==> src/rtl/cpu_instr_feeder.sv <==
// Instruction feeder for the cpu block: host-filled circular FIFO plus a small
// issue FSM that loads one instruction, starts the cpu and waits for its w
// handshake (fall, then rise). Counts retirements and halts on a hang.
module cpu_instr_feeder #(
  parameter int unsigned DEPTH   = 8,
  parameter int unsigned AW      = 3,
  parameter int unsigned TIMEOUT = 15
) (
  input  logic          clk,
  input  logic          reset,
  input  logic          wr_en,
  input  logic [15:0]   wr_data,
  input  logic          run,
  input  logic          cpu_w,
  output logic [15:0]   cpu_in,
  output logic          cpu_load,
  output logic          cpu_s,
  output logic          full,
  output logic [AW:0]   count,
  output logic          busy,
  output logic [7:0]    retired,
  output logic          overflow,
  output logic          timeout_err
);

  localparam int unsigned WdW = $clog2(TIMEOUT + 1);

  typedef enum logic [2:0] {
    StIdle,
    StLoad,
    StStart,
    StWaitBusy,
    StWaitDone,
    StHalt
  } state_e;

  state_e           state_q, state_d;
  logic [WdW-1:0]   wd_q, wd_d;
  logic [15:0]      mem_q [DEPTH];
  logic [AW-1:0]    rd_ptr_q, wr_ptr_q;
  logic [AW:0]      count_q;
  logic [15:0]      cpu_in_q;
  logic             cpu_load_q, cpu_s_q;
  logic [7:0]       retired_q;
  logic             overflow_q, timeout_q;
  logic             push_ok, pop, retire, fire;

  assign full     = (count_q == (AW + 1)'(DEPTH));
  assign push_ok  = wr_en && !full;
  // The pop is taken at the end of the LOAD cycle; cpu_in was captured on entry.
  assign pop      = (state_q == StLoad);
  assign busy     = (state_q != StIdle);

  assign cpu_in      = cpu_in_q;
  assign cpu_load    = cpu_load_q;
  assign cpu_s       = cpu_s_q;
  assign count       = count_q;
  assign retired     = retired_q;
  assign overflow    = overflow_q;
  assign timeout_err = timeout_q;

  // Next-state logic and watchdog; forward progress wins over a same-cycle expiry.
  always_comb begin
    state_d = state_q;
    wd_d    = wd_q;
    retire  = 1'b0;
    fire    = 1'b0;
    case (state_q)
      StIdle: begin
        if (run && (count_q != '0) && cpu_w) state_d = StLoad;
      end
      StLoad: state_d = StStart;
      StStart: begin
        state_d = StWaitBusy;
        wd_d    = '0;
      end
      StWaitBusy: begin
        if (!cpu_w) begin
          state_d = StWaitDone;
          wd_d    = '0;
        end else if (wd_q == WdW'(TIMEOUT - 1)) begin
          fire    = 1'b1;
          state_d = StHalt;
        end else begin
          wd_d = wd_q + 1'b1;
        end
      end
      StWaitDone: begin
        if (cpu_w) begin
          retire  = 1'b1;
          state_d = StIdle;
        end else if (wd_q == WdW'(TIMEOUT - 1)) begin
          fire    = 1'b1;
          state_d = StHalt;
        end else begin
          wd_d = wd_q + 1'b1;
        end
      end
      StHalt:  state_d = StHalt;
      default: state_d = StIdle;
    endcase
  end

  // FSM state and watchdog registers.
  always_ff @(posedge clk or posedge reset) begin
    if (reset) begin
      state_q <= StIdle;
      wd_q    <= '0;
    end else begin
      state_q <= state_d;
      wd_q    <= wd_d;
    end
  end

  // FIFO storage; contents need no reset since count gates every read.
  always_ff @(posedge clk) begin
    if (push_ok) mem_q[wr_ptr_q] <= wr_data;
  end

  // FIFO pointers, occupancy and sticky overflow.
  always_ff @(posedge clk or posedge reset) begin
    if (reset) begin
      rd_ptr_q   <= '0;
      wr_ptr_q   <= '0;
      count_q    <= '0;
      overflow_q <= 1'b0;
    end else begin
      if (push_ok) wr_ptr_q <= wr_ptr_q + 1'b1;
      if (pop)     rd_ptr_q <= rd_ptr_q + 1'b1;
      if (push_ok && !pop)      count_q <= count_q + 1'b1;
      else if (!push_ok && pop) count_q <= count_q - 1'b1;
      if (wr_en && full) overflow_q <= 1'b1;
    end
  end

  // Registered cpu strobes reflect the state being entered.
  always_ff @(posedge clk or posedge reset) begin
    if (reset) begin
      cpu_in_q   <= 16'h0000;
      cpu_load_q <= 1'b0;
      cpu_s_q    <= 1'b0;
      retired_q  <= 8'd0;
      timeout_q  <= 1'b0;
    end else begin
      cpu_load_q <= (state_d == StLoad);
      cpu_s_q    <= (state_d == StStart) || (state_d == StWaitBusy);
      if (state_q == StIdle && state_d == StLoad) cpu_in_q <= mem_q[rd_ptr_q];
      if (retire) retired_q <= retired_q + 8'd1;
      if (fire)   timeout_q <= 1'b1;
    end
  end

endmodule

==> config.mk <==
export PLATFORM = sky130hd
export DESIGN_NAME = cpu_instr_feeder
export DESIGN_NICKNAME = d
export VERILOG_FILES = /design/src/rtl/cpu_instr_feeder.sv
export SDC_FILE = /design/constraint.sdc
export NUM_CORES = 1
export LEC_CHECK = 0
export CELL_PAD_IN_SITES_DETAIL_PLACEMENT = 0
export CELL_PAD_IN_SITES_GLOBAL_PLACEMENT = 1
export CORE_ASPECT_RATIO = 0.5
export CORE_MARGIN = 5
export CORE_UTILIZATION = 50
export DETAILED_ROUTE_END_ITERATION = 10
export GPL_TIMING_DRIVEN = 0
export HOLD_SLACK_MARGIN = 0.06
export PLACE_DENSITY = 0.87
export SETUP_SLACK_MARGIN = 0.3
export SYNTH_ARGS = -nofsm -noshare
export SYNTH_HDL_FRONTEND = slang
export SYNTH_SLANG_ARGS = --single-unit
==> constraint.sdc <==
create_clock -name clk -period 3.45 [get_ports clk]
set_input_delay 0.345 -clock clk [delete_from_list [all_inputs] [get_ports clk]]
set_output_delay 0.345 -clock clk [all_outputs]
set_load 0.05 [all_outputs]
* Yosys cells after proc, flatten, opt, wreduce, memory -nomap -nowiden
Memory sizes are Yosys's and may differ from the RTL's. A register that Yosys moved wholly into a read port is not among the register bits.
Index checks and enable logic that the tools add are counted.
** Storage, ports and cells
- Bits in registers :: 29
- Bits in writable memories :: 128
- Input port bits :: 21
- Output and inout port bits :: 34
- Logic and storage cells :: 64
- Memories kept :: 1
** Operators by class
- $add $sub $neg :: 6
- Equal/unequal tests :: 11
- Multiplexer cells :: 19
- Reduce and logical (&&, ||, !) cells :: 17
** Memories
- mem_q :: depth 8, bits a word 16, rd ports 1, clocked after memory_dff 1, write ports 1, line 39 : logic [15:0] mem_q [DEPTH];
** Operator list (number)
- 2-to-1 mux 4 bit :: 5
- case mux 3 bit (6 select lines) :: 1
- equality test 3 x 2 -> 1 bit (second input constant) :: 4
- 2-to-1 mux 3 bit :: 4
- case mux 4 bit (3 select lines) :: 1
- adder 4 x 1 -> 4 bit (second input constant) :: 2
- adder 8 x 1 -> 8 bit (second input constant) :: 1
- equality test 4 bit (second input constant) :: 2
- logical AND 1 bit :: 7
- 2-to-1 mux 1 bit :: 7
- adder 3 x 1 -> 3 bit (second input constant) :: 2
- equality test 3 x 1 -> 1 bit (second input constant) :: 2
- equality test 3 bit (second input constant) :: 2
- nonzero test 3 bit :: 2
- nonzero test 4 bit :: 1
- subtractor 4 x 1 -> 4 bit (second input constant) :: 1
- logical NOT 1 bit :: 3
- logical NOT 3 bit :: 1
- inequality test 2 bit (second input constant) :: 1
- case mux 1 bit (2 select lines) :: 1
- AND reduction 2 bit :: 1
- nonzero test 2 bit :: 1
- logical OR 1 bit :: 1

* Logic depth before layout (Yosys ltp)
Gate-level depths: netlist of run 1.
- Depth after elaboration :: 7
- Gate-level depth with buffers :: 11
- Depth with buffers taken out :: 10

* Worst setup path after synthesis of run 1
OpenSTA, ideal clock, no wires.
- Path kind :: reg-to-reg
- Start :: register count_q[3] (netlist: count[3])
- End :: register count_q[3] (netlist: count[3])
- Setup time :: 0.136 ns
- Arrival time :: 3.434 ns
- Required time :: 3.314 ns
- Setup slack :: -0.120 ns
- Stages on the path, launching flop included :: 11
- Buffers on the path :: 1
- Clock period less this slack :: 3.570 ns
- Cell sequence :: dfrtp_1 -> nor4b_2 -> nand2b_1 -> buf_2 -> inv_1 -> ha_1 -> inv_1 -> ha_1 -> a21o_1 -> a2111oi_0 -> o31ai_1
** Between the ends
- Word-level cells in the longest chain between the ends :: 6
** RTL lines
- from (decl) :: line 41 : logic [AW:0] count_q;
- from (signal assigned) :: line 130 : if (push_ok && !pop) count_q <= count_q + 1'b1;
- from (signal assigned) :: line 131 : else if (!push_ok && pop) count_q <= count_q - 1'b1;
- equality test 4 bit * :: line 48 : assign full = (count_q == (AW + 1)'(DEPTH));
- named net full :: line 18 : output logic full,
- logical NOT 1 bit * :: line 49 : assign push_ok = wr_en && !full;
- logical AND 1 bit * :: line 49
- named net push_ok :: line 46 : logic push_ok, pop, retire, fire;
- logical NOT 1 bit :: line 131
- logical AND 1 bit :: line 131
- nonzero test 2 bit (no line)
Mark *: on every way through the listed nets, which the timed path passes. The rest lies on a longest branch. The select of a mux whose other input is x is not followed.
A chain may end at the register's enable or synchronous reset.

* Worst setup path after layout of run 1
- Start :: register count_q[1] (netlist: count[1])
- End :: register count_q[3] (netlist: count[3])
** Between the ends
- Word-level cells in the longest chain between the ends :: 6
** RTL lines (line)
- equality test 4 bit * :: 48
- logical NOT 1 bit * :: 49
- logical AND 1 bit * :: 49
- named net push_ok :: 46
- logical NOT 1 bit :: 131
- logical AND 1 bit :: 131
- nonzero test 2 bit (no line)
Marked as above.

==> flow_metrics.env, run 1 <==
export IMPL_status="completed"
export IMPL_powerDensity_nw_per_um2=900
export IMPL_p_leak_nw=3.04
export IMPL_wire_per_inst_um=20.2
export IMPL_syn_nets=428
export IMPL_rr_endpoint="count[3]$_DFFE_PP0P_"
export IMPL_yosys_area_top_type_share=0.549
export IMPL_ys_async_sr_fraction=0.260
export IMPL_cts_buffer_depth=2
export IMPL_cts_tree="yes"
export IMPL_worst_setup_path_end_kind="register"
export IMPL_post_cts_buffers=0
export IMPL_required_ns=3.73
export IMPL_yosysSeqAreaShare=0.709
export IMPL_grt_overflow_total=0
export IMPL_finalHoldViolCount=0
export IMPL_timing_rr_start="count[1]$_DFFE_PP0P_"
export IMPL_cts_hold_buf=0
export IMPL_clkTransAtPathRegs_ns=0.07
export IMPL_finalCritPeriodShare=0.833
export IMPL_hpwl_mm=9.09
export IMPL_p_int_mw=4.91
export IMPL_setup_tns_ns=0
export IMPL_drive_gt1_frac=0.236
export IMPL_crit_slowest_cell="dfrtp_1"
export IMPL_criticalPathCategory="register to register"
export IMPL_p_sw_mw=2.79
export IMPL_startpoint_type="register"
export IMPL_fmax_mhz=348
export IMPL_cp_arrival_ns=3.15
export IMPL_route_detailed_drc=0
export IMPL_ctsRootBufferMaster="clkbuf_16"
export IMPL_utilization=0.628
export IMPL_cp_slowest_stage_delay_ns=0.47
export IMPL_antenna_found_initial=1
export IMPL_postSynthCellCount=398
export IMPL_switching_share=0.363
export IMPL_syn2layout_area_growth_pct=22.1
export IMPL_place_gp_congestion=0.778
export IMPL_slew_headroom=0.431
export IMPL_slew_violations=0
export IMPL_period_needed_ns=2.87
export IMPL_tightest_slew_ns=0.850
export IMPL_crit_fanout=7
export IMPL_ff2ff_path_depth=10
export IMPL_rsz0062_at_grt="no"
export IMPL_yosys_warnings=0
export IMPL_start_util=0.514
export IMPL_grt_pass1_wl_mm=22.1
export IMPL_pwr_share_seq=0.384
export IMPL_max_cap_violations=0
export IMPL_htree_levels=4
export IMPL_worstSkewPairLatency_ns=0.41
export IMPL_post_cts_resized=0
export IMPL_syn_area_um2=7010
export IMPL_clock_skew_ns=0.0103
export IMPL_grt_pass1_vias=3880
export IMPL_viasPerCell=5.59
export IMPL_port_buffers=54
export IMPL_grt_max_degree=26
export IMPL_path_cells="nor4b_4, nand2b_1, buf_2, inv_1, ha_1, inv_1, ha_1, a21o_1, a2111oi_0, o31ai_1"
export IMPL_core_area_um2=13600
export IMPL_post_synth_cell_area_avg_um2=17.6
export IMPL_worst_r2r_setup_slack_ns=0.58
export IMPL_setup_viol_count_final=0
export IMPL_synth_area_leaders="edfxtp_1 55%, dfrtp_1 16%, mux4_2 10%, mux2i_1 2.4%, a21oi_2 1.6%"
export IMPL_comb_power_share=0.380
export IMPL_routed_wl_mm=13.9
export IMPL_grtUsageTotal=0.180
export IMPL_drt_initial_drc_count=447
export IMPL_die_y_um=93.7
export IMPL_vias=3842
export IMPL_die_area_um2=16600
export IMPL_drt_first_pass_iters=5
export IMPL_synth_flop_cell="edfxtp_1"
export IMPL_drtAntennaViolNets=0
export IMPL_yosys_area_top_type="edfxtp_1"
export IMPL_n_antenna_cell=0
export IMPL_ys_ff_latch=173
export IMPL_irDropWorstVdd_mv=0.365
export IMPL_p_clk_frac=0.236
export IMPL_cts_sinks=173
export IMPL_cts_buffers=17
export IMPL_die_x_um=177
export IMPL_rows=30
export IMPL_synth_cell_types=44
export IMPL_holdCritPathClass="primary input to async pin"
export IMPL_io_pins=55
export IMPL_synth_edf_count=128
export IMPL_final_nets=512
## cells in the mapped netlist (4+ instances only)
master / n
a21oi_1: 10
xnor2_1: 11
nor3_1: 8
a21oi_2: 13
nor2_1: 22
nor2b_1: 5
mux4_2: 32
inv_1: 8
buf_2: 9
edfxtp_1: 128
mux2i_1: 17
o21ai_0: 9
ha_1: 8
nand2_1: 16
dfrtp_1: 45
buf_4: 4
nand3_1: 7
nand2b_1: 5
## registers in the layout, indices dropped and copies added, names as in the netlist
signal,flops
mem_q,128
cpu_in,16
retired,8
count,4
wd_q,4
rd_ptr_q,3
state_q,3
wr_ptr_q,3
cpu_load,1
cpu_s,1
overflow,1
timeout_err,1
## critical path: cells and delay by family, from the launching register on
family	cells	cell delay [ns]
compound gates	3	0.74
fa+ha+maj	2	0.50
buf+inv	3	0.51
flops	1	0.47
simple gates	2	0.53
## area by class of cell
type | count | area (µm²)
inverter | 8 | 30.0
clock buffer | 19 | 433
timing repair buffer | 65 | 696
tap | 192 | 240
fill | 929 | 5070
clock inverter | 13 | 131
sequential | 173 | 4970
buffer | 19 | 113
multi-input combinational | 198 | 1940
## placed cells by master, fill, tap and decap left out, types with 4 or more instances in the layout
| cell type | Yosys | final |
|---|---|---|
| edfxtp_1 | 128 | 128 |
| clkdlybuf4s50_1 | 0 | 54 |
| dfrtp_1 | 45 | 45 |
| mux4_2 | 32 | 32 |
| nor2_1 | 22 | 19 |
| mux2i_1 | 17 | 17 |
| clkbuf_16 | 0 | 17 |
| nand2_1 | 16 | 16 |
| a21oi_2 | 13 | 13 |
| xnor2_1 | 11 | 11 |
| a21oi_1 | 10 | 10 |
| buf_2 | 9 | 9 |
| o21ai_0 | 9 | 9 |
| ha_1 | 8 | 8 |
| inv_1 | 8 | 7 |
| nand3_1 | 7 | 7 |
| buf_6 | 2 | 6 |
| buf_8 | 0 | 6 |
| clkbuf_1 | 3 | 5 |
| nor2b_1 | 5 | 5 |
| nand2b_1 | 5 | 5 |
| inv_6 | 0 | 5 |
| buf_4 | 4 | 4 |
| nor3_1 | 8 | 4 |
| nor3_2 | 0 | 4 |
## routing by layer
| metal | routed length [µm] | track usage |
|---|---|---|
| met1 | 6000 | 0.258 |
| met2 | 6710 | 0.279 |
| met3 | 979 | 0.0386 |
| met4 | 177 | 0.0572 |
| met5 | 13 | 0 |
## cell families (layout without fill, tap and decap cells)
logic type / after synthesis / after routing / share of synthesized area
flip-flops: 173 / 173 / 0.709
AND/OR/NAND/NOR: 76 / 76 / 0.0566
multiplexers: 52 / 52 / 0.132
AO/OA/AOI/OAI: 48 / 48 / 0.0482
buffers and inverters: 27 / 124 / 0.0204
XOR/XNOR: 13 / 13 / 0.0163
adder cells (fa/ha/maj): 9 / 9 / 0.0171
## per-stage QoR
stage | instance area, µm² | worst slack, ns | cells | total power, mW | hold WS (ns)
4_1_cts | 8560 | 0.535 | 687 | 7.77 | 0.273
3_3_place_gp | 7800 | -0.632 | 644 | 5.78 | 0.439
5_1_grt | 8560 | 0.339 | 687 | 8.11 | 0.295
2_1_floorplan | 7020 | 0.208 | 398 | 5.01 | 0.444
3_5_place_dp | 7990 | 0.557 | 655 | 5.94 | 0.463
6_report | 8560 | 0.578 | 687 | 7.70 | 0.262
## power groups by stage
stage | Combinational (mW) | Sequential, mW | Clock [mW]
finish | 2.92 | 2.95 | 1.82
global route | 3.15 | 3.01 | 1.94
CTS | 2.97 | 2.96 | 1.85
detailed placement | 2.95 | 3.00 | 0
global placement | 2.81 | 2.97 | 0
floorplan | 1.56 | 3.45 | 0
## worst max path at each step
stage,start,end,cells after the start,slack [ns]
final,count[1]$_DFFE_PP0P_,count[3]$_DFFE_PP0P_,10,0.58
after CTS,count[1]$_DFFE_PP0P_,count[3]$_DFFE_PP0P_,10,0.53
after global routing,state_q[0]$_DFF_PP0_,count[3]$_DFFE_PP0P_,10,0.34
after floorplan,count[1]$_DFFE_PP0P_,count[3]$_DFFE_PP0P_,10,0.21
after detailed placement,count[1]$_DFFE_PP0P_,count[3]$_DFFE_PP0P_,10,0.56
after global placement,wr_en,mem_q[4][4]$_DFFE_PP_,6,-0.63
Note: power is estimated with default switching activity, not from simulation.
==> run 2: changes to the inputs <==
==> constraint.sdc (replaced) <==
create_clock -name clk -period 2.87 [get_ports clk]
set_input_delay 0.287 -clock clk [delete_from_list [all_inputs] [get_ports clk]]
set_output_delay 0.287 -clock clk [all_outputs]
set_load 0.05 [all_outputs]
==> flow_metrics.env, run 2 (synthesized netlist as in run 1, its figures left out) <==
export IMPL_status="completed"
export IMPL_grt_overflow_total=0
export IMPL_setup_tns_ns=0
export IMPL_cp_slowest_stage_delay_ns=0.47
export IMPL_holdCritPathClass="primary input to async pin"
export IMPL_regMostFlops="mem_q"
export IMPL_worstSkewPairLatency_ns=0.42
export IMPL_finalHoldViolCount=0
export IMPL_route_detailed_drc=0
export IMPL_vias=3777
export IMPL_criticalPathCategory="register to register"
export IMPL_routed_wl_mm=14.1
export IMPL_hpwl_mm=9.02
export IMPL_viasPerCell=5.51
export IMPL_drt_first_pass_iters=4
export IMPL_antenna_found_initial=0
export IMPL_final_common_cell="edfxtp_1"
export IMPL_max_cap_violations=0
export IMPL_slew_headroom=0.395
export IMPL_finalCritPeriodShare=0.841
export IMPL_grt_pass1_wl_mm=22.5
export IMPL_place_gp_congestion=0.791
export IMPL_setup_viol_count_final=0
export IMPL_crit_slowest_cell="dfrtp_2"
export IMPL_crit_fanout=7
export IMPL_final_nets=510
export IMPL_powerDensity_nw_per_um2=1090
export IMPL_ctsRootBufferMaster="clkbuf_16"
export IMPL_die_area_um2=16600
export IMPL_rows=30
export IMPL_syn2layout_area_growth_pct=23.0
export IMPL_htree_levels=4
export IMPL_cts_hold_buf=0
export IMPL_p_leak_nw=3.03
export IMPL_slew_violations=0
export IMPL_io_pins=55
export IMPL_ff2ff_path_depth=11
export IMPL_clkTransAtPathRegs_ns=0.07
export IMPL_start_util=0.514
export IMPL_irDropWorstVdd_mv=0.554
export IMPL_port_buffers=54
export IMPL_drtAntennaViolNets=0
export IMPL_wire_per_inst_um=20.6
export IMPL_drt_initial_drc_count=443
export IMPL_cts_sinks=173
export IMPL_grtUsageTotal=0.183
export IMPL_worst_setup_path_end_kind="register"
export IMPL_grt_max_degree=25
export IMPL_die_y_um=93.7
export IMPL_tightest_slew_ns=0.902
export IMPL_cp_arrival_ns=2.72
export IMPL_startpoint_type="register"
export IMPL_clock_skew_ns=0.0131
export IMPL_final_cell_mix="128 x edfxtp_1, 54 x clkdlybuf4s50_1, 41 x dfrtp_1, 32 x mux4_2, 19 x nor2_1"
export IMPL_post_cts_buffers=0
export IMPL_rsz0062_at_grt="no"
export IMPL_cts_tree="yes"
export IMPL_core_area_um2=13600
export IMPL_required_ns=3.17
export IMPL_grt_pass1_vias=3897
export IMPL_cts_buffers=17
export IMPL_cts_buffer_depth=2
export IMPL_fmax_mhz=414
export IMPL_largest_reg_flops=128
export IMPL_drive_gt1_frac=0.262
export IMPL_holdWs_ns=0.206
export IMPL_period_needed_ns=2.41
export IMPL_path_cells="nor4b_4, nand2b_4, buf_6, inv_4, ha_4, inv_4, ha_4, a21o_1, a21oi_2, mux2i_1, o31ai_1"
export IMPL_n_antenna_cell=0
export IMPL_die_x_um=177
[run 2: metrics by stage]
step | total power [mW] | utilization | setup slack [ns] | cells | instance area [µm²]
finish | 9.38 | 0.633 | 0.456 | 685 | 8620
detailed placement | 7.22 | 0.589 | 0.308 | 653 | 8030
global placement | 7.02 | 0.577 | -0.882 | 644 | 7870
global route | 9.89 | 0.633 | 0.302 | 685 | 8620
CTS | 9.46 | 0.632 | 0.305 | 685 | 8610
floorplan | 6.10 | - | 0.0239 | 398 | 7080
[run 2: final cells by class]
class                      count  area [µm²]
sequential                   173        4970
buffer                        19         119
inverter                       8        35.0
multi-input combinational    198        2000
fill                         972        5010
clock inverter                15         151
timing repair buffer          63         669
clock buffer                  17         425
tap                          192         240
[run 2: per-layer routing]
| metal | part of all wire | GRT usage | vias to the layer above |
|---|---|---|---|
| met4 | 0.0079 | 0.0450 | 0 |
| met5 | 0 | 0 | - |
| met3 | 0.077 | 0.0414 | 8 |
| met1 | 0.42 | 0.260 | 1920 |
| li1 | - | - | 1725 |
| met2 | 0.50 | 0.294 | 124 |
[run 2: final timing paths]
check / startpoint / endpoint / slack (ns)
worst min-delay path: reset / retired[1]$_DFFE_PP0P_ / 0.21
min in group clk: overflow$_DFFE_PP0P_ / overflow$_DFFE_PP0P_ / 0.46
worst max register to register: count[0]$_DFFE_PP0P_ / count[3]$_DFFE_PP0P_ / 0.46
max in group asynchronous: reset / cpu_in[10]$_DFFE_PP0P_ / 2.14
worst min register to register: overflow$_DFFE_PP0P_ / overflow$_DFFE_PP0P_ / 0.46
worst max-delay path: count[0]$_DFFE_PP0P_ / count[3]$_DFFE_PP0P_ / 0.46
[run 2: timing repair]
| item | 4_1_cts | 5_1_grt |
|---|---|---|
| hold endpoints to repair | 0 | 0 |
| gates resized for setup | 0 | 2 |
| setup endpoints to repair | 0 | 2 |
[run 2: power by group]
| part | switching [mW] | leakage, nW | internal, mW |
|---|---|---|---|
| combinational | 2.12 | 1.05 | 1.48 |
| sequential | 0.333 | 1.70 | 3.24 |
| clock | 1.06 | 0.276 | 1.16 |
[run 2: worst max-delay path: cells and delay by family (launching register included)]
kind / cells / cell delay (ns)
compound gates: 3 / 0.44
fa+ha+maj: 2 / 0.36
buf+inv: 3 / 0.28
mux: 1 / 0.21
flops: 1 / 0.47
simple gates: 2 / 0.53
